File: config.mk
export PLATFORM = sky130hd
export DESIGN_NAME = packet_arbiter
export DESIGN_NICKNAME = d
export VERILOG_FILES = /design/src/rtl/packet_arbiter.sv
export SDC_FILE = /design/constraint.sdc
export NUM_CORES = 1
export LEC_CHECK = 0
export CORE_AREA = 2 2 169 171
export CTS_CLUSTER_SIZE = 40
export DETAILED_ROUTE_END_ITERATION = 12
export DIE_AREA = 0 0 171 173
export GPL_TIMING_DRIVEN = 0
export PLACE_DENSITY = 0.69
export SYNTH_ARGS = -nofsm -noshare
export SYNTH_HDL_FRONTEND = slang
export SYNTH_SLANG_ARGS = --single-unit
File: constraint.sdc
create_clock -name clk -period 5 [get_ports clk]
set_input_delay 1.25 -clock clk [delete_from_list [all_inputs] [get_ports clk]]
set_output_delay 1.25 -clock clk [all_outputs]
set_load 0.01 [all_outputs]
File: src/rtl/packet_arbiter.sv
// packet_arbiter: merges NUM_PORTS packet streams onto one 64-bit output.
// A port is chosen round-robin when it presents a sop word while the block is
// idle. The block then stays locked to that port until its eop word. Words that
// arrive without sop while idle are orphans: they are accepted and discarded.
// The output stream is registered: each accepted word appears one cycle later.
module packet_arbiter #(
  parameter int NUM_PORTS = 4
) (
  input  logic                    clk,
  input  logic                    rst,
  input  logic [NUM_PORTS-1:0]    cfg_port_en,
  input  logic [NUM_PORTS-1:0]    in_valid,
  input  logic [NUM_PORTS*64-1:0] in_data,
  input  logic [NUM_PORTS*8-1:0]  in_byte_enable,
  input  logic [NUM_PORTS-1:0]    in_sop,
  input  logic [NUM_PORTS-1:0]    in_eop,
  output logic [NUM_PORTS-1:0]    in_ready,
  output logic                    out_valid,
  output logic [63:0]             out_data,
  output logic [7:0]              out_byte_enable,
  output logic                    out_sop,
  output logic                    out_eop,
  output logic [2:0]              grant_port,
  output logic [31:0]             pkt_count,
  output logic [15:0]             drop_count,
  output logic                    err_sop
);

  typedef enum logic {
    ST_IDLE = 1'b0,  // no packet in progress
    ST_BUSY = 1'b1   // locked to grant_port_q until its eop
  } state_e;

  // After reset the search starts just past the last port, so port 0 wins first.
  localparam logic [2:0] LAST_PORT = 3'(NUM_PORTS - 1);

  // FSM and grant bookkeeping
  state_e      state_q, state_d;
  logic [2:0]  last_grant_q, last_grant_d;
  logic [2:0]  grant_port_q, grant_port_d;

  // Registered output stream
  logic        out_valid_q, out_valid_d;
  logic [63:0] out_data_q, out_data_d;
  logic [7:0]  out_be_q, out_be_d;
  logic        out_sop_q, out_sop_d;
  logic        out_eop_q, out_eop_d;

  // Status counters and flags
  logic [31:0] pkt_count_q, pkt_count_d;
  logic [15:0] drop_count_q, drop_count_d;
  logic        err_sop_q, err_sop_d;

  // Arbitration results
  logic [NUM_PORTS-1:0] eligible;
  logic [NUM_PORTS-1:0] orphan;
  logic                 win_found;
  logic [2:0]           win_idx;

  // The port being served this cycle and its input word
  logic [2:0]  sel_port;
  logic        sel_valid;
  logic [63:0] sel_data;
  logic [7:0]  sel_be;
  logic        sel_sop;
  logic        sel_eop;
  logic        accept;

  // Orphan accounting
  logic [3:0]  orphan_cnt;
  logic [16:0] drop_sum;

  // Round-robin pick of the first eligible sop port after last_grant_q.
  always_comb begin
    // NOTE: every signal written in an always_comb gets a default first, so
    // that no path leaves it unassigned and a latch is never inferred.
    eligible  = in_valid & in_sop & cfg_port_en;
    orphan    = in_valid & ~in_sop & cfg_port_en;
    win_found = 1'b0;
    win_idx   = '0;
    for (int k = 1; k <= NUM_PORTS; k++) begin
      for (int i = 0; i < NUM_PORTS; i++) begin
        if (!win_found && eligible[i] &&
            (i == (int'(last_grant_q) + k) % NUM_PORTS)) begin
          win_found = 1'b1;
          win_idx   = 3'(i);
        end
      end
    end
  end

  // Select the word of the served port: the held grant when busy, else the winner.
  always_comb begin
    sel_port  = (state_q == ST_BUSY) ? grant_port_q : win_idx;
    sel_valid = 1'b0;
    sel_data  = '0;
    sel_be    = '0;
    sel_sop   = 1'b0;
    sel_eop   = 1'b0;
    for (int i = 0; i < NUM_PORTS; i++) begin
      if (sel_port == 3'(i)) begin
        sel_valid = in_valid[i];
        sel_data  = in_data[i*64 +: 64];
        sel_be    = in_byte_enable[i*8 +: 8];
        sel_sop   = in_sop[i];
        sel_eop   = in_eop[i];
      end
    end
  end

  // A word of the served port transfers this cycle. When idle, a winner
  // always has in_valid high, so win_found alone implies the transfer.
  assign accept = (state_q == ST_BUSY) ? sel_valid : win_found;

  // Count orphan ports this cycle; they are discarded only while idle.
  always_comb begin
    orphan_cnt = '0;
    if (state_q == ST_IDLE) begin
      for (int i = 0; i < NUM_PORTS; i++) begin
        orphan_cnt = orphan_cnt + 4'(orphan[i]);
      end
    end
    drop_sum = {1'b0, drop_count_q} + 17'(orphan_cnt);
  end

  // FSM output decode: in_ready for the winner and orphans when idle, the
  // granted port only when busy, nothing while reset is asserted.
  always_comb begin
    in_ready = '0;
    if (!rst) begin
      if (state_q == ST_IDLE) begin
        in_ready = orphan;
        for (int i = 0; i < NUM_PORTS; i++) begin
          if (win_found && (win_idx == 3'(i))) begin
            in_ready[i] = 1'b1;
          end
        end
      end else begin
        for (int i = 0; i < NUM_PORTS; i++) begin
          if (grant_port_q == 3'(i)) begin
            in_ready[i] = 1'b1;
          end
        end
      end
    end
  end

  // FSM next state: lock on a multi-word sop, release on the granted eop.
  always_comb begin
    state_d = state_q;
    case (state_q)
      ST_IDLE: if (win_found && !sel_eop) state_d = ST_BUSY;
      ST_BUSY: if (accept && sel_eop)     state_d = ST_IDLE;
      default:                            state_d = ST_IDLE;
    endcase
  end

  // Next values of the output stream, grant tracking, counters and flags.
  always_comb begin
    out_valid_d  = accept;
    out_data_d   = accept ? sel_data : 64'd0;
    out_be_d     = accept ? sel_be   : 8'd0;
    out_sop_d    = accept && sel_sop;
    out_eop_d    = accept && sel_eop;

    last_grant_d = last_grant_q;
    grant_port_d = grant_port_q;
    if (state_q == ST_IDLE && win_found) begin
      last_grant_d = win_idx;
      grant_port_d = win_idx;
    end

    // Every forwarded eop closes a packet, whether single-word or not.
    pkt_count_d  = pkt_count_q + 32'(accept && sel_eop);

    drop_count_d = drop_sum[16] ? 16'hFFFF : drop_sum[15:0];

    // A sop on the locked port is forwarded but flagged; the flag is sticky.
    err_sop_d    = err_sop_q | ((state_q == ST_BUSY) && accept && sel_sop);
  end

  // State register.
  always_ff @(posedge clk) begin
    // NOTE: clocked blocks use non-blocking assignments only, so every flop
    // samples the values from before the edge regardless of statement order.
    if (rst) begin
      state_q <= ST_IDLE;
    end else begin
      state_q <= state_d;
    end
  end

  // Grant, output stream and status registers.
  always_ff @(posedge clk) begin
    if (rst) begin
      last_grant_q <= LAST_PORT;
      grant_port_q <= '0;
      out_valid_q  <= 1'b0;
      out_data_q   <= '0;
      out_be_q     <= '0;
      out_sop_q    <= 1'b0;
      out_eop_q    <= 1'b0;
      pkt_count_q  <= '0;
      drop_count_q <= '0;
      err_sop_q    <= 1'b0;
    end else begin
      last_grant_q <= last_grant_d;
      grant_port_q <= grant_port_d;
      out_valid_q  <= out_valid_d;
      out_data_q   <= out_data_d;
      out_be_q     <= out_be_d;
      out_sop_q    <= out_sop_d;
      out_eop_q    <= out_eop_d;
      pkt_count_q  <= pkt_count_d;
      drop_count_q <= drop_count_d;
      err_sop_q    <= err_sop_d;
    end
  end

  assign out_valid       = out_valid_q;
  assign out_data        = out_data_q;
  assign out_byte_enable = out_be_q;
  assign out_sop         = out_sop_q;
  assign out_eop         = out_eop_q;
  assign grant_port      = grant_port_q;
  assign pkt_count       = pkt_count_q;
  assign drop_count      = drop_count_q;
  assign err_sop         = err_sop_q;

endmodule

== Yosys cells after proc, flatten, opt, wreduce, memory -nomap -nowiden ==
Index checks and enable logic that the tools add are counted.

* Register bits after elaboration: 130
* Input port bits: 306
* Output and inout bits: 131
* Logic and storage cells: 190

* $add $sub $neg: 9
* Equal/unequal tests: 21
* Muxes and demuxes: 68
* Bitwise logic cells: 12
* Reductions and logical operators: 69

{| class="wikitable"
|+ Operator list
! cell !! number
|-
| $mux 64 || 4
|-
| $logic_not 32->1 || 4
|-
| $mux 3 || 14
|-
| $logic_and 1x1->1 || 41
|-
| $mux 1 || 40
|-
| $add 32x1->32 || 1
|-
| $mux 8 || 4
|-
| $eq 3x3->1 const A || 8
|-
| $eq 3x2->1 const B || 6
|-
| $add 16x4->17 || 1
|-
| $and 4x4->4 || 4
|-
| $logic_not 1->1 || 16
|-
| $mux 16 || 1
|-
| $eq 2x3->1 const A || 4
|-
| $mux 4 || 3
|-
| $reduce_or 2->1 || 5
|-
| $eq 3x1->1 const B || 3
|-
| $logic_not 3->1 || 3
|-
| $add 2x1->2 const B || 2
|-
| $add 2x2->2 const B || 2
|-
| $add 3x1->4 || 1
|-
| $and 1x1->1 const A || 4
|-
| $not 4->4 || 1
|-
| $add 2x1->3 || 1
|-
| 5 further kinds || 6
|}

== Longest topological paths before layout ==
Gate-level depths: netlist of the first run.

* Word-level depth: 76
* Gate-level depth with buffers: 17
* Gate-level depth less buffers: 14

== Worst setup path before layout of the first run ==
OpenSTA, ideal clock, no wires.

* Kind: input -> register
* Start point: input port cfg_port_en[0]
* End point: register pkt_count_q[30] (netlist: pkt_count[30])
* Library setup time: 0.128 ns
* Arrival: 4.067 ns
* Data required time: 4.872 ns
* Path slack: 0.805 ns
* Stages on the path: 16
* Buffers on the path: 3
* Path through: and3_1 > o22ai_1 > a211o_1 > a21oi_4 > buf_12 > buf_12 > mux2_2 > a21oi_1 > ha_1 > ha_1 > and2_1 > clkbuf_1 > nand4_1 > nor3_1 > xnor2_1 > nor2_1

* Cells in the longest elaborated chain, start to end: 72
* Elaborated cells on any way between the ends: 94
* Classes of those cells: add/sub: 1; eq/ne: 3; mux: 41; bitwise: 1; reduce/logical: 48

{| class="wikitable"
|+ Ends and longest elaborated chain
! what !! RTL line !! RTL
|-
| start, declared || 11 || <nowiki>input logic [NUM_PORTS-1:0] cfg_port_en,</nowiki>
|-
| $and 4x4->4 * || 77 || <nowiki>eligible = in_valid & in_sop & cfg_port_en;</nowiki>
|-
| $logic_and 1x1->1 || 83 || <nowiki>if (!win_found && eligible[i] &&</nowiki>
|-
| $mux 1 || 83 ||
|-
| $logic_not 1->1 || 83 ||
|-
| $logic_and 1x1->1 (2 in series) || 83 ||
|-
| $mux 1 || 83 ||
|-
| $logic_not 1->1 || 83 ||
|-
| $logic_and 1x1->1 (2 in series) || 83 ||
|-
| (+52 left out) || n/a ||
|-
| $mux 3 || 83 ||
|-
| $mux 3 || 94 || <nowiki>sel_port = (state_q == ST_BUSY) ? grant_port_q : win_idx;</nowiki>
|-
| $logic_not 3->1 || 101 || <nowiki>if (sel_port == 3'(i)) begin</nowiki>
|-
| $mux 1 (4 in series) || 101 ||
|-
| $mux 1 || 113 || <nowiki>assign accept = (state_q == ST_BUSY) ? sel_valid : win_found;</nowiki>
|-
| $logic_and 1x1->1 * || n/a ||
|-
| named net out_eop_d || 47 || <nowiki>logic out_eop_q, out_eop_d;</nowiki>
|-
| $add 32x1->32 * || 174 || <nowiki>pkt_count_d = pkt_count_q + 32'(accept && sel_eop);</nowiki>
|-
| end signal, assigned || 214 || <nowiki>pkt_count_q <= pkt_count_d;</nowiki>
|-
| end, declared || 50 || <nowiki>logic [31:0] pkt_count_q, pkt_count_d;</nowiki>
|}

The timed path passes the listed nets; every way through them passes the cells marked *.
A chain may end at the register's enable or synchronous reset.

== Worst setup path in the final report of the first run ==
* Start point: input port in_valid[1]
* End point: output port in_ready[2]

* Cells in the longest elaborated chain, start to end: 66
* Elaborated cells on any way between the ends: 81
* Classes of those cells: eq/ne: 1; mux: 33; bitwise: 2; reduce/logical: 45

{| class="wikitable"
|+ Ends and longest elaborated chain
! what !! RTL line !! RTL
|-
| start, declared || 12 || <nowiki>input logic [NUM_PORTS-1:0] in_valid,</nowiki>
|-
| $and 4x4->4 * (2 in series) || 77 ||
|-
| $logic_and 1x1->1 (2 in series) || 83 ||
|-
| $mux 1 || 83 ||
|-
| $logic_not 1->1 || 83 ||
|-
| $logic_and 1x1->1 (2 in series) || 83 ||
|-
| $mux 1 || 83 ||
|-
| $logic_not 1->1 || 83 ||
|-
| $logic_and 1x1->1 (2 in series) || 83 ||
|-
| (+45 left out) || n/a ||
|-
| $logic_not 1->1 || 83 ||
|-
| $logic_and 1x1->1 (2 in series) || 83 ||
|-
| $mux 3 || 83 ||
|-
| $eq 3x2->1 || 134 || <nowiki>if (win_found && (win_idx == 3'(i))) begin</nowiki>
|-
| $logic_and 1x1->1 * || 134 ||
|-
| $mux 1 * || 134 ||
|-
| $mux 4 * || 131 || <nowiki>if (state_q == ST_IDLE) begin</nowiki>
|-
| $mux 4 * || 130 || <nowiki>if (!rst) begin</nowiki>
|-
| end, declared || 17 || <nowiki>output logic [NUM_PORTS-1:0] in_ready,</nowiki>
|}

Mark *: on every way between the ends. The rest lies on a longest branch, timed or not.

==> results by stage, run 1 <==
Job:
- Across the run, the number of max-cap violations was 0.

Synth:
- After technology mapping, the gate count stands at between 500 and 600.
- By area the synthesized netlist is led by dfxtp_1, mux4_2, and2_1, a21oi_1, xnor2_1.
- The primary flip-flop cell chosen by synthesis mapping is dfxtp_1.
- During synthesis, Yosys emitted a total of 0 warnings.
- In the synthesized netlist, the cells that appear most often are dfxtp_1, and2_1, mux4_2.
- In the post-synthesis netlist, the cell with the most instances is dfxtp_1.
- The net count after synthesis is roughly 900.
- Of all flip-flops after synthesis, the portion carrying an async set or reset was 0.
- The share of synthesized area in the top cell type comes to 0.3868.
- The distinct cell type count of the synthesized netlist is between 40 and 50.
- The summed instance area of the synthesized netlist is 6676 um2.
- Of all cell types, the one taking the most synthesized area is dfxtp_1.
- The number of synthesized register bits is about 130.
- In this run, synthesis inferred 0 flip-flops with an integrated enable.
- The proportion of synthesized chip area in sequential cells is 0.3868.
- Each instance of the synthesized netlist takes up on average between 10 and 15 um2.

Finish:
- The proportion of layout cells with a drive suffix above 1 is 0.1250.
- With fillers left out, the area of the finished cells amounts to ~12000 um2.
- Once layout is complete, the cells apart from fillers number roughly 1400.
- The final layout contains around 1400 nets.
- The layout overhead on the synthesized area is 82.70%.
- The layout has about 2600 filler cells.
- The sequential cells in the finished layout cover a total of between 2000 and 3000 um2.
- The multi-input combinational cells in the finished layout cover a total of 3794 um2.

Setup path:
- For the worst setup path, the data arrival time is 3.51 ns.
- In this run the critical register-to-register path is launched from last_grant_q[0]$_SDFFE_PP1P_.
- Traced cell by cell, the critical path runs through clkdlybuf4s50_1 > and3_1 > a22o_1 > nand2_1 > nand2_1 > or2_2 > a21oi_1 > clkdlybuf4s50_1.
- The total buffers and inverters traversed by the critical path is 2.
- On the worst path, the slowest cell contributes a delay of between 0.5 and 0.6 ns.
- The kind of cell adding the most delay to the critical path is buffers and inverters.
- The startpoint type of the worst setup path is a primary input.
- For the worst setup path, the data required time is around 3.8 ns.
- The worst setup path is captured at an output pin.
- The critical path class is in2out.
- The worst reg2reg path depth is 14.
- The top fanout value on the critical path is 6.
- In this run the register-to-register setup slack is approximately 1.4 ns.
- The worst register-to-register path ends at pkt_count[21]$_SDFF_PP0_.
- For this design, the slowest cell found on the critical path is clkdlybuf4s50_1.

Pwr:
- The share of total power dissipated in combinational logic is 0.294.
- The share of total power in the clock network is 0.392.
- The total leakage power is about 4.5 nW.
- The sequential share of power is 0.314.
- The switching power share of the total is 0.2571.
- Cell internal power was estimated by the tool at between 2 and 3 mW.
- The switching power is around 0.9 mW.
- Across the VDD grid, the largest voltage drop is 0.0001830 V.
- Dividing total power by cell area gives a power density of 295.5 nW/um2.

STA:
- Setup repair after global routing left no endpoint under its margin.
- The actual transition at the worst max-transition pin is just over 0.8 ns.
- The post-layout minimum cycle time is roughly 4.8 ns.
- The post-route clock period utilization is 0.9527.
- Timing would allow up to approximately 0.21 GHz.
- The number of pins with negative max-slew slack in the final report was 0.
- The final number of setup-violating endpoints is 0.
- On the final layout, the worst clock skew is around 0.012 ns.
- On the final layout, the worst hold slack is about 0.47 ns.
- The number of endpoints with negative hold slack in the final report came to 0.
- Measured against its own limit, the worst slew margin works out to 0.4575.

Route:
- The routed length per placed instance is ~20 um.
- The post-route DRC violation count is 0.
- The final route contains ~6600 vias.
- After detailed routing, the number of vias per cell comes to around 4.5.
- Summed over all layers, the routed wires come to about 29 mm.
- The number of detailed-routing iterations run before antenna repair is 5.
- The detailed router finished its first iteration with approximately 370 violations.
- The remaining antenna violation count after routing is 0.

Clock network:
- The clock-pin slew on the worst setup and hold paths is around 0.050 ns.
- Clock tree synthesis selected as its root buffer the cell clkbuf_16.
- The number of buffers between clock root and the deepest sink is 2.
- For the worst-skew pair, the clock arrives at the later sink with an insertion delay of 0.42 ns.
- The number of CTS-inserted buffers is 17.
- The total number of H-tree levels is 4.
- The clock sink count is 129.
- The TritonCTS clock tree is done.
- The number of hold-repair buffers added at the cts stage is 0.

Place:
- The total instance count after detailed placement is 1409.
- The weighted congestion reported at the end of routability-driven placement is roughly 0.86.
- The post-DP HPWL is 24.08 mm.
- The placed instances occupy a cell area of about 11000 um2.
- The number of port buffers is 434.

Floorplan:
- The floorplan step set the die height to 173 um.
- The core area is 27630 um2.
- The starting density of the core is 0.2416.
- After floorplanning, the core was divided into 61 placement rows.
- The number of I/O pins is roughly 440.
- The die area is about 30000 um2.
- The width of the chip is 171 um.

Global route:
- The largest net degree at the start of global routing is 17.
- For met2 alone, demand over resource in global routing was 0.3311.
- The global-route track usage on met1 is 0.2261.
- The wire length of the first global-routing pass is between 40 and 50 mm.
- The global routing usage on met3 is 0.05837.
- The via count of the first global-routing pass is a little under 7000.
- After global routing the overflow that remains totals 0.
- After global routing, the most crowded layer is met2.
- The initial antenna violation count is 6.
- The overall routing resource usage is 0.1921.

Hold path:
- In this run the most critical hold path is launched from err_sop$_SDFF_PP0_.
- For hold timing, the worst endpoint is err_sop$_SDFF_PP0_.
- The class of the tightest hold or removal check is reg2reg.
- The worst hold path was traced through 2 stages.

Status:
- The flow ran to the end, and the final reports show no timing, DRC or antenna violations.
worst max-delay path by stage:
| stage | start | to | cells after the start |
|---|---|---|---|
| after CTS | in_sop[0] | pkt_count[30]$_SDFF_PP0_ | 18 |
| after detailed placement | in_valid[2] | pkt_count[31]$_SDFF_PP0_ | 15 |
| after floorplan | cfg_port_en[0] | pkt_count[30]$_SDFF_PP0_ | 16 |
| after global routing | in_valid[2] | in_ready[2] | 7 |
| after global placement | in_valid[2] | pkt_count[31]$_SDFF_PP0_ | 15 |
| final | in_valid[1] | in_ready[2] | 8 |
cell type report:
class | count | share of cell area
diodes | 6 | 0.001231
plain buffers | 36 | 0.02072
clock buffers | 20 | 0.03744
clock inverters | 12 | 0.01682
inverters | 14 | 0.004308
multi-input cells | 416 | 0.3110
flip-flops and latches | 129 | 0.2117
well taps | 378 | 0.03877
repair buffers | 437 | 0.3580
stage by stage:
step / util / total power [mW] / TNS (ns) / setup slack [ns]
2_1_floorplan: - / 1.676 / 0 / 0.8051
3_3_place_gp: 0.4160 / 2.212 / -11.32 / -0.7530
3_5_place_dp: 0.4160 / 2.220 / -13.81 / -0.8238
4_1_cts: 0.4409 / 3.659 / 0 / 0.01839
5_1_grt: 0.4413 / 3.756 / 0 / 0.002662
6_report: 0.4415 / 3.605 / 0 / 0.2367
per-layer routing:
layer	part of all wire	wire length, um	up-vias
met4	0.016	469	0
met5	0	0	-
met2	0.50	14680	260
met1	0.40	11790	3201
met3	0.082	2403	24
li1	-	-	3097
logic make-up (layout without fill, tap and decap cells):
logic type,after synthesis,count (layout),synth area share
simple gates,224,224,0.1863
flops,129,129,0.3868
mux,82,82,0.2582
compound gates,67,67,0.05885
buf+inv,52,519,0.04685
xor+xnor,33,33,0.04329
fa+ha+maj,9,9,0.01912
other cells,1,7,0.0005617
cell usage in the layout (no fill, tap or decap), drive strengths merged, types with 2 or more instances in the layout:
cell and instances:
clkdlybuf4s50 434, dfxtp 129, and2 75, mux4 72, clkbuf 40, a21oi 37, nor2 36, nand2 28
nand3 21, xnor2 19, buf 19, o21ai 15, inv 15, xor2 14, nor3 10, nand4 10
mux2i 8, nor2b 8, and4 8, or3 8, ha 7, and3 7, diode 6, nand3b 6
bufinv 5, clkinv 4, nor3b 2, nand2b 2, mux2 2, o2111ai 2, a31oi 2, fa 2
clkinvlp 2
power by group through the flow:
stage          registers [mW]  logic, mW  clock network [mW]
6_report                 1.13       1.06                1.41
5_1_grt                  1.14       1.12                1.50
4_1_cts                  1.13       1.07                1.45
3_5_place_dp             1.15       1.07                   0
3_3_place_gp             1.15       1.06                   0
2_1_floorplan            1.19      0.486                   0
sequential cells by signal, summed over array words and instances (netlist names), 2 cells and up:
register and flops:
grant_port 2, last_grant_q 2, out_data 64, pkt_count 32
out_byte_enable 8, drop_count 16
repair_timing:
action,CTS,global route
buffers inserted,3,0
pin swaps,2,1
setup endpoints to repair,15,14
resized for setup,1,3
worst reg2reg max path, stage by stage (launching register included):
cell,delay [ns]
dfxtp_1,0.40
nand4b_1,0.18
o22ai_1,0.11
a211o_1,0.32
a21oi_4,0.25
buf_12,0.22
buf_12,0.17
mux2_2,0.37
a21oi_2,0.17
ha_1,0.20
and3_2,0.28
nand4_1,0.23
buf_4,0.22
or3_1,0.30
a21oi_1,0.14
No activity file was read; power rests on OpenSTA's default activity.
==> run 2, diff against run 1 <==
- CORE_AREA: 2 2 169 171 -> 2 2 172 174
- DIE_AREA: 0 0 171 173 -> 0 0 174 176
- PLACE_DENSITY: 0.69 -> 0.67
- clock period: 5 -> 5.9 ns (I/O delays scaled with it)
==> run 2 against run 1 <==
Clock power fell by 15%. Non-clock buffer count is 1 lower. First-iteration DRC count shrank 10%. Worst hold slack lost 0.013 ns. Combinational power shrank 16%. Sequential share of layout area rose by 0.057 points. Wire length increased by 1.1%. Worst setup slack improved by 0.27 ns. Critical endpoint is now pkt_count[28]$_SDFF_PP0_.
==> results by stage, run 2 (same netlist as run 1, synthesis figures left out) <==
Status:
- The run finished with clean final reports.

Pwr:
- The maximum resistive drop on vdd is 0.0001556 V (-15%).
- The total leakage power came to 4.447 nW (-0.43%).
- The power density of the placed cells is 250.4 nW/um2 (-15%).

Floorplan:
- The number of rows created at floorplan is 62 (+1.6%).
- The number of I/O pins is 437 (unchanged).
- The die area is 30620 um2 (+3.5%).
- The starting density of the core was 0.2339 (-0.007774).
- The width of the chip came to 174 um (+1.8%).
- The core area is 28550 um2 (+3.3%).
- The die outline height is 176 um (+1.7%).

Finish:
- The number of flip-flops in the largest register is 64 (unchanged).
- The post-layout instance area is 12170 um2 (-0.27%).
- The layout overhead on the synthesized area is 82.21%.
- The most common library cell in the layout ignoring fill and taps is clkdlybuf4s50_1.
- The net total in the final layout was 1365 (-0.073%).
- The proportion of layout cells with a drive suffix above 1 is 0.1185 (-0.006468).
- In the layout the commonest cells are clkdlybuf4s50_1, dfxtp_1, and2_1.

Clock network:
- The count of instances resized after the clock tree is built was 0 (-1).
- The post-CTS setup-driven buffer insertion count came to 0 (-3).
- The buffer cell driving the clock tree root is clkbuf_16.
- The total number of H-tree levels is 4 (unchanged).
- The clock sink count is 129 (unchanged).
- The clock-pin slew on the worst setup and hold paths is 0.06 ns (about the same).
- The number of hold-repair buffers added at the cts stage is 0 (unchanged).
- The number of buffers between clock root and the deepest sink is 2 (unchanged).
- TritonCTS built the clock tree.
- The clock insertion delay at the later pin of the skew report is 0.42 ns (about the same).
- The number of CTS-inserted buffers was 17 (unchanged).

Hold path:
- The class of the tightest hold or removal check is reg2reg.
- In this run the most critical hold path is launched from err_sop$_SDFF_PP0_.
- The instance count along the most critical hold path is 2 (unchanged).
- For hold timing, the worst endpoint is err_sop$_SDFF_PP0_.

Route:
- The number of detailed-routing iterations run before antenna repair is 4 (-1).
- The detailed-route vias per instance is 4.533 (-0.28%).
- The number of violations reported at the end of detailed-routing iteration 0 is 330 (-10%).
- The number of vias in the routed layout is 6582 (unchanged).
- The routed length per placed instance is 20.43 um (+0.84%).
- The total routed wirelength is 29.67 mm (+1.1%).
- The post-route DRC violation count was 0 (unchanged).
- The remaining antenna violation count after routing is 0 (unchanged).

Place:
- The cell area after placement is 11500 um2 (about the same).
- The weighted congestion reported at the end of routability-driven placement is 0.8351 (-2.8%).
- The post-placement setup slack is -0.09587 ns (+0.7280 ns).
- The number of port buffers is 434 (unchanged).
- The post-DP HPWL is 24.15 mm (+0.29%).

STA:
- The worst slew margin relative to its limit is 0.3791 (-0.07836).
- The actual transition at the worst max-transition pin is 0.9313 ns (+0.1175 ns).
- Setup repair after global routing left no endpoint under its margin.
- The number of endpoints with negative hold slack in the final report was 0 (unchanged).
- The worst path in the final design needs a cycle of roughly 5.4 ns, including I/O delays and setup.
- Of the available clock period, the critical path in the final layout requires 0.9138.
- The number of pins with negative max-slew slack in the final report is 0 (unchanged).
- The setup skew after layout was 0.009675 ns (-0.002236 ns).
- The worst setup margin was 0.5085 ns (+0.2718 ns).
- Based on the critical path, the design can be clocked at up to 0.1855 GHz.
- The aggregate negative setup slack is 0 ns (unchanged).
- The final number of setup-violating endpoints is 0 (unchanged).

Job:
- The number of maximum-capacitance violations is 0 (unchanged).

Setup path:
- The worst reg-to-reg setup slack was 1.75 ns (+0.37 ns).
- The startpoint type of the worst setup path is a primary input.
- The critical path endpoint category is a flip-flop.
- The endpoint of the lowest-slack register-to-register path is pkt_count[28]$_SDFF_PP0_.
- The critical path class is in2reg.
- The startpoint identified for the worst register-to-register timing path is last_grant_q[0]$_SDFFE_PP1P_.
- The endpoint required time on the critical path was 6.18 ns (+2.43 ns).
- The top fanout value on the critical path is 10 (+4).
- The endpoint arrival time on the critical path was 5.67 ns (+2.16 ns).
- The worst reg2reg path depth came to 16 (+2).

Global route:
- The global route total overflow is 0 (unchanged).
- The overall routing resource usage is 0.1898 (-0.002246).
- The via count of the first global-routing pass came to 6759 (-0.015%).
- The initial antenna violation count is 8 (+2).
- The wire length of the first global-routing pass is 43.14 mm (+2.8%).
- The largest net degree at the start of global routing was 17 (unchanged).
==> run 2: cell types whose count changed in the layout (fill, tap and decap cells not counted), sizes merged <==
| cell | change |
|---|---|
| buf | -3 |
| clkbuf | +1 |
| clkinvlp | +1 |
| diode | -1 |
==> run 2: how the worst max path moves through the flow <==
stage	from	end	slack, ns
CTS	in_valid[2]	pkt_count[28]$_SDFF_PP0_	0.35
finish	in_sop[0]	pkt_count[28]$_SDFF_PP0_	0.51
global route	in_valid[2]	pkt_count[28]$_SDFF_PP0_	0.06
global placement	in_valid[2]	pkt_count[31]$_SDFF_PP0_	-0.06
detailed placement	in_valid[2]	pkt_count[28]$_SDFF_PP0_	-0.1
floorplan	cfg_port_en[0]	pkt_count[30]$_SDFF_PP0_	1.48
==> run 2: cell type report <==
type                    instances  area, um2
fillers                      2776      16380
repair buffers                434       4344
diodes                          5      12.51
flip-flops and latches        129       2582
well taps                     384      480.5
inverters                      14      52.55
multi-input cells             416       3781
plain buffers                  38      260.3
clock inverters                13      209.0
clock buffers                  19      442.9
==> run 2: report_power, final <==
group          switching, mW  total, mW  internal, mW
combinational          0.333      0.889         0.557
clock                  0.433       1.20         0.763
sequential            0.0244      0.961         0.936
total                  0.790       3.05          2.26
==> run 2: per-stage QoR <==
stage	hold WS [ns]	total power, mW	std cells	utilization
finish	0.4599	3.047	1452	0.4261
CTS	0.4659	3.084	1447	0.4257
global placement	0.4498	1.872	1415	0.4029
detailed placement	0.4513	1.878	1415	0.4029
floorplan	0.4909	1.420	597	-
global route	0.4817	3.176	1452	0.4261
==> run 2: worst max-delay path, stage by stage <==
cell and delay, ns:
clkdlybuf4s50_1 0.55, and3_1 0.24, o22ai_1 0.10, a211o_1 0.32
a21oi_4 0.25, buf_12 0.22, buf_12 0.16, mux2_2 0.37
a21oi_1 0.24, ha_1 0.22, ha_1 0.18, and2_1 0.13
clkbuf_1 0.29, nand4_1 0.38, nor3_1 0.32, xnor2_1 0.17
nor2_1 0.05
==> run 2: layer usage <==
metal	global-route usage	vias up	wire [um]
met3	0.06094	31	2194
met2	0.3272	253	14920
met5	0	-	25
met4	0.06443	4	616
li1	-	3090	-
met1	0.2233	3204	11910
==> run 3, diff against run 2 <==
- CORE_AREA: 2 2 172 174 -> 2 2 168 170
- DIE_AREA: 0 0 174 176 -> 0 0 170 172
- PLACE_DENSITY: 0.67 -> 0.69
==> run 3 against run 2 <==
Worst setup slack worse by 0.028 ns. Clock-buffer cell count down 1. Utilization up 1.3 points. Sequential cell count unchanged. Global-route usage up 0.32 points. Clock power down 10%. First-iteration DRC count up 4.8%. Combinational power up 1%. Die area down 4.5%. Design area down 0.74%. Critical path type unchanged. Largest power group unchanged. Highest routed layer is now met4.
==> results by stage, run 3 (same netlist as run 1, synthesis figures left out) <==
Clock network:
- The number of hold-repair buffers added at the cts stage came to 0 (unchanged).
- The clock sink count is 129 (unchanged).
- The post-CTS setup-driven buffer insertion count is 0 (unchanged).
- TritonCTS built the clock tree.
- The number of buffers between clock root and the deepest sink is 2 (unchanged).
- The buffer cell driving the clock tree root is clkbuf_16.
- The total number of H-tree levels was 4 (unchanged).
- The number of CTS-inserted buffers came to 17 (unchanged).
- The count of instances resized after the clock tree is built is 0 (unchanged).
- The clock insertion delay at the later pin of the skew report came to 0.41 ns (about the same).
- The clock-pin slew on the worst setup and hold paths is 0.06 ns (about the same).

Global route:
- The wire length of the first global-routing pass was 41.18 mm (-4.5%).
- The via count of the first global-routing pass came to 6521 (-3.5%).
- The global route total overflow is 0 (unchanged).
- The overall routing resource usage is 0.1930 (+0.003183).
- The initial antenna violation count is 10 (+2).
- The largest net degree at the start of global routing was 17 (unchanged).

Finish:
- The most common library cell in the layout ignoring fill and taps is clkdlybuf4s50_1.
- The number of flip-flops in the largest register was 64 (unchanged).
- The utilization of the core after routing is 0.4395 (+0.01333).
- Compared with the post-synthesis result, the final layout area differs by 80.87%.
- The post-layout instance area was 12080 um2 (-0.74%).
- In the layout the commonest cells are clkdlybuf4s50_1, dfxtp_1, and2_1.
- The number of filler instances in the final layout is 2612 (-5.9%).
- The proportion of layout cells with a drive suffix above 1 was 0.1195 (+0.0009407).
- The sequential cell area was 2582 um2 (unchanged).
- The filler-free cell count of the finished design is 1420 (-2.2%).
- The net total in the final layout was 1365 (unchanged).
- The area used by multi-input combinational logic is 3781 um2 (unchanged).

Route:
- The number of vias in the routed layout is 6566 (-0.24%).
- The remaining antenna violation count after routing is 0 (unchanged).
- The routed length per placed instance is 21.02 um (+2.9%).
- The number of detailed-routing iterations run before antenna repair is 6 (+2).
- The detailed-route vias per instance is 4.624 (+2.0%).
- The total routed wirelength is 29.85 mm (+0.62%).
- The number of violations reported at the end of detailed-routing iteration 0 came to 346 (+4.8%).
- The post-route DRC violation count is 0 (unchanged).

Setup path:
- The worst reg2reg path depth is 15 (-1).
- For this design, the slowest cell found on the critical path is o2bb2ai_1.
- The worst setup path is captured at a flip-flop.
- The worst reg-to-reg setup slack is 1.74 ns (about the same).
- The endpoint identified for the worst register-to-register timing path is pkt_count[30]$_SDFF_PP0_.
- The critical path in this run is classified as in2reg.
- The endpoint required time on the critical path came to 6.18 ns (about the same).
- The startpoint type of the worst setup path is a primary input.
- The endpoint arrival time on the critical path is 5.70 ns (+0.03 ns).
- The delay of the slowest cell on the worst path is 0.51 ns (-0.04 ns).
- The top fanout value on the critical path is 10 (unchanged).
- In this run the critical register-to-register path is launched from state_q$_SDFF_PP0_.
- Walking the worst path, the cells encountered are clkdlybuf4s50_1 > nand3_1 > a21oi_1 > o2bb2ai_1 > buf_2 > mux2i_1 > mux2_2 > a21oi_1 > ha_1 > ha_1 > and2_1 > clkbuf_1 > nand4_1 > nor3_1 > xnor2_1 > nor2_1.

Floorplan:
- The starting density of the core came to 0.2430 (+0.009116).
- The core area came to 27480 um2 (-3.8%).
- The number of I/O pins is 437 (unchanged).
- The number of rows created at floorplan was 61 (-1.6%).
- The die outline height came to 172 um (-2.3%).
- The width of the chip is 170 um (-2.3%).
- The die area is 29240 um2 (-4.5%).

STA:
- The number of endpoints with negative hold slack in the final report is 0 (unchanged).
- The worst setup margin is 0.4809 ns (-0.02765 ns).
- The post-route clock period utilization came to 0.9185 (+0.004687).
- The fmax is 0.1845 GHz (-0.51%).
- The setup skew after layout is 0.01307 ns (+0.003395 ns).
- The number of pins with negative max-slew slack in the final report is 0 (unchanged).
- The worst slew margin relative to its limit is 0.4455 (+0.06634).
- The actual transition at the worst max-transition pin was 0.8318 ns (-0.09952 ns).
- Setup repair after global routing left no endpoint under its margin.
- The final number of setup-violating endpoints was 0 (unchanged).
- The post-layout minimum cycle time is 5.419 ns (+0.02765 ns).
- The post-route worst hold slack is 0.4659 ns (+0.005930 ns).
- The aggregate negative setup slack is 0 ns (unchanged).

Hold path:
- The instance count along the most critical hold path is 2 (unchanged).
- The class of the tightest hold or removal check is reg2reg.
- The startpoint of the tightest hold check path is err_sop$_SDFF_PP0_.
- The worst hold path terminates at err_sop$_SDFF_PP0_.

Place:
- The weighted congestion reported at the end of routability-driven placement is 0.8869 (+6.2%).
- The number of port buffers is 434 (unchanged).
- The post-DP HPWL is 24.48 mm (+1.4%).
- The post-placement setup slack was -0.03047 ns (+0.06539 ns).
- The total instance count after detailed placement is 1377 (-2.7%).
- The cell area after placement is 11450 um2 (-0.41%).

Pwr:
- The power density of the placed cells came to 243.3 nW/um2 (-2.9%).
- The power after layout was 2.938 mW (-3.6%).
- The maximum resistive drop on vdd is 0.0001428 V (-8.2%).
- The total leakage power was 4.425 nW (-0.49%).

Status:
- The flow ran to the end, and the final reports show no timing, DRC or antenna violations.

Job:
- The number of maximum-capacitance violations is 0 (unchanged).
[run 3: cell count changes in the layout (fill, tap and decap cells not counted), sizes merged]
cell      previous run  this run
inv                 15        18
clkinv               4         6
diode                5        11
clkinvlp             3         2
bufinv               5         2
clkbuf              41        40
[run 3: final cells by class]
cell class	instances	area share
plain buffers	38	0.02155
diodes	11	0.002280
multi-input cells	416	0.3131
inverters	14	0.004352
clock inverters	14	0.01285
repair buffers	434	0.3598
clock buffers	18	0.03637
well taps	346	0.03585
flip-flops and latches	129	0.2139
[run 3: worst max path at each step]
stage / from / cells after the start / endpoint / slack (ns)
finish: in_valid[2] / 16 / pkt_count[30]$_SDFF_PP0_ / 0.48
global route: in_valid[2] / 15 / pkt_count[31]$_SDFF_PP0_ / 0.04
CTS: in_valid[2] / 16 / pkt_count[30]$_SDFF_PP0_ / 0.41
detailed placement: in_valid[2] / 15 / pkt_count[31]$_SDFF_PP0_ / -0.03
global placement: in_valid[2] / 15 / pkt_count[31]$_SDFF_PP0_ / -0.01
floorplan: cfg_port_en[0] / 16 / pkt_count[30]$_SDFF_PP0_ / 1.48
[run 3: worst max-delay path, delay by kind of cell]
kind | cells | cell delay [ns]
fa+ha+maj | 2 | 0.40
buf+inv | 3 | 1.17
mux | 2 | 0.47
simple gates | 5 | 1.12
xor+xnor | 1 | 0.15
compound gates | 3 | 0.89
[run 3: where the power goes]
group / internal (mW) / leakage, nW / switching, mW / total (mW)
logic: 0.557 / 3.09 / 0.341 / 0.899
clock network: 0.641 / 0.288 / 0.439 / 1.08
registers: 0.936 / 1.05 / 0.0233 / 0.959
[run 3: layer usage]
| metal | vias up | track usage | wire (um) |
|---|---|---|---|
| li1 | 3098 | - | - |
| met1 | 3199 | 0.2302 | 12180 |
| met2 | 247 | 0.3276 | 14750 |
| met3 | 22 | 0.06088 | 2369 |
| met4 | 0 | 0.07023 | 554 |
| met5 | - | 0 | 0 |
==> edit (settings of run 3) <==
`out_data_q` no longer has a reset.
--- a/src/rtl/packet_arbiter.sv
+++ b/src/rtl/packet_arbiter.sv
@@ -198,3 +198,2 @@
       out_valid_q  <= 1'b0;
-      out_data_q   <= '0;
       out_be_q     <= '0;
@@ -209,3 +208,2 @@
       out_valid_q  <= out_valid_d;
-      out_data_q   <= out_data_d;
       out_be_q     <= out_be_d;
@@ -217,2 +215,6 @@
     end
+  end
+
+  always_ff @(posedge clk) begin
+    out_data_q <= out_data_d;
   end
Behaviour: not the same (Yosys sat finds a counterexample within 4 cycles, from zero or initial values and one cycle with rst high; the reset may be asserted at any time).
==> edit against run 3 <==
- critical path depth shrank 8
- cell area is 2.2% lower
- critical endpoint is now in_ready[3]
- routed wire length fell by 3.3%
- area after synthesis decreased by 3.7%
- utilization shrank 0.95 points
- sequential cell count unchanged
- power increased by 7.6%
- setup slack worse by 0.084 ns
==> edit: results (changes against run 3) <==
Parameter                              Value

Clock network
  Worst-skew pair later-pin latency ... 0.42 ns

Critical path
  Worst endpoint data arrival time ... 4.03 ns (was 5.70 ns)
  Crit path max-delay cell type ... clkdlybuf4s50_1 (was o2bb2ai_1)
  CP peak stage delay ... 0.60 ns (was 0.51 ns)
  Maximum net fanout on the critical path ... 6 (was 10)

Logic synthesis
  Post-synthesis sequential area ratio ... 0.402 (was 0.387)
  Cell types with the highest counts after synthesis ... mux2i_1, dfxtp_1, o22ai_1 (was dfxtp_1, and2_1, mux4_2)
  Number of nets produced by synthesis ... 977 (was 912)
  Distinct cells, synth ... 53 (was 48)
  Async set-reset flop share out of synthesis ... 0 (unchanged)
  Biggest area contributors in the synthesized netlist ... dfxtp_1, mux2i_1, o22ai_1, xor2_1, nor2_1 (was dfxtp_1, mux4_2, and2_1, a21oi_1, xnor2_1)
  Yosys Warn Count ... 0 (unchanged)

Global route
  Total track usage ... 0.187 (was 0.193)
  Number of antenna violations at the first check in global routing ... 6 (was 10)
  First-pass GRT wire length ... 39900 µm (was 41200 µm)
  Via count of the first global-routing pass ... 6534 (was 6521)

Layout
  Fillers ... 2658 (was 2612)
  # diodes ... 0 (was 11)
  Nets ... 1431 (was 1365)
  Fraction of final layout cells with drive strength greater than 1 ... 0.0655 (was 0.119)

Run status
  Result of the run ... complete, no violations (unchanged)

Place
  Buffers added on ports ... 435 (was 434)
  DP HPWL ... 24000 µm (was 24500 µm)
  Routability congestion estimate ... 0.862 (was 0.887)

Routing
  Drt pass-1 iters ... 4 (was 6)
  Violation count after the first detailed-routing iteration ... 420 (was 346)
  Avg WL per Cell ... 19.6 µm (was 21.0 µm)
  Detail-routed via count per cell ... 4.70 (was 4.62)

Power and ir drop
  Internal Power ... 2230 µW (was 2130 µW)
  Leakage ... 0.00484 µW (was 0.00442 µW)
  Peak ir drop on the vdd network ... 0.000166 V (was 0.000143 V)

Timing
  Setup skew after layout ... 0.0168 ns (was 0.0131 ns)
  Slew at the pin with the worst max-slew slack ... 0.585 ns (was 0.832 ns)
==> edit: final cells by class <==
cell class | count | area (µm²) | area share
Clock inverter | 11 | 130 | 0.0110
Clock buffer | 21 | 470 | 0.0398
Multi-Input combinational cell | 475 | 3540 | 0.300
Sequential cell | 129 | 2580 | 0.219
Inverter | 16 | 60.1 | 0.00508
Tap cell | 346 | 433 | 0.0366
Timing Repair Buffer | 435 | 4350 | 0.369
Buffer | 42 | 241 | 0.0204
==> edit: power by group through the flow <==
stage	Sequential [µW]	Clock (µW)	Combinational, µW
CTS	1010	1100	1080
finish	1010	1080	1070
floorplan	1080	0	435
detailed placement	1030	0	1070
global placement	1030	0	1070
global route	1020	1150	1130
==> edit: kinds of logic after synthesis <==
| group | synth area share |
|---|---|
| XOR/XNOR | 0.0531 |
| adder cells (fa/ha/maj) | 0.0199 |
| AO/OA/AOI/OAI | 0.131 |
| buffers and inverters | 0.0469 |
| multiplexers | 0.232 |
| other | 0.000583 |
| AND/OR/NAND/NOR | 0.114 |
| flip-flops | 0.402 |
==> edit: path summary, 6_finish.rpt <==
kind	start	to	slack [ns]	cells past startpoint
worst max-delay path	in_valid[3]	in_ready[3]	0.40	8
worst min-delay path	err_sop	err_sop	0.51	1
worst max register to register	last_grant_q[1]	pkt_count[31]	2.02	15
worst min register to register	err_sop	err_sop	0.51	1
==> edit: layer usage <==
metal	global-route usage	up-vias	share of wire
li1	-	3329	-
met1	0.230	3253	0.41
met2	0.312	300	0.49
met3	0.0659	36	0.078
met4	0.0505	10	0.018
met5	0	-	0.0023
==> edit: stage by stage <==
stage          instances  utilization  area [µm²]  setup slack [ns]  hold slack [ns]
6_report            1475        0.430       11800             0.397            0.506
5_1_grt             1475        0.430       11800             0.324            0.523
4_1_cts             1475        0.430       11800             0.447            0.510
3_5_place_dp        1443        0.408       11200             0.232            0.491
3_3_place_gp        1443        0.408       11200             0.246            0.492
2_1_floorplan        662            -        6430              1.53            0.515
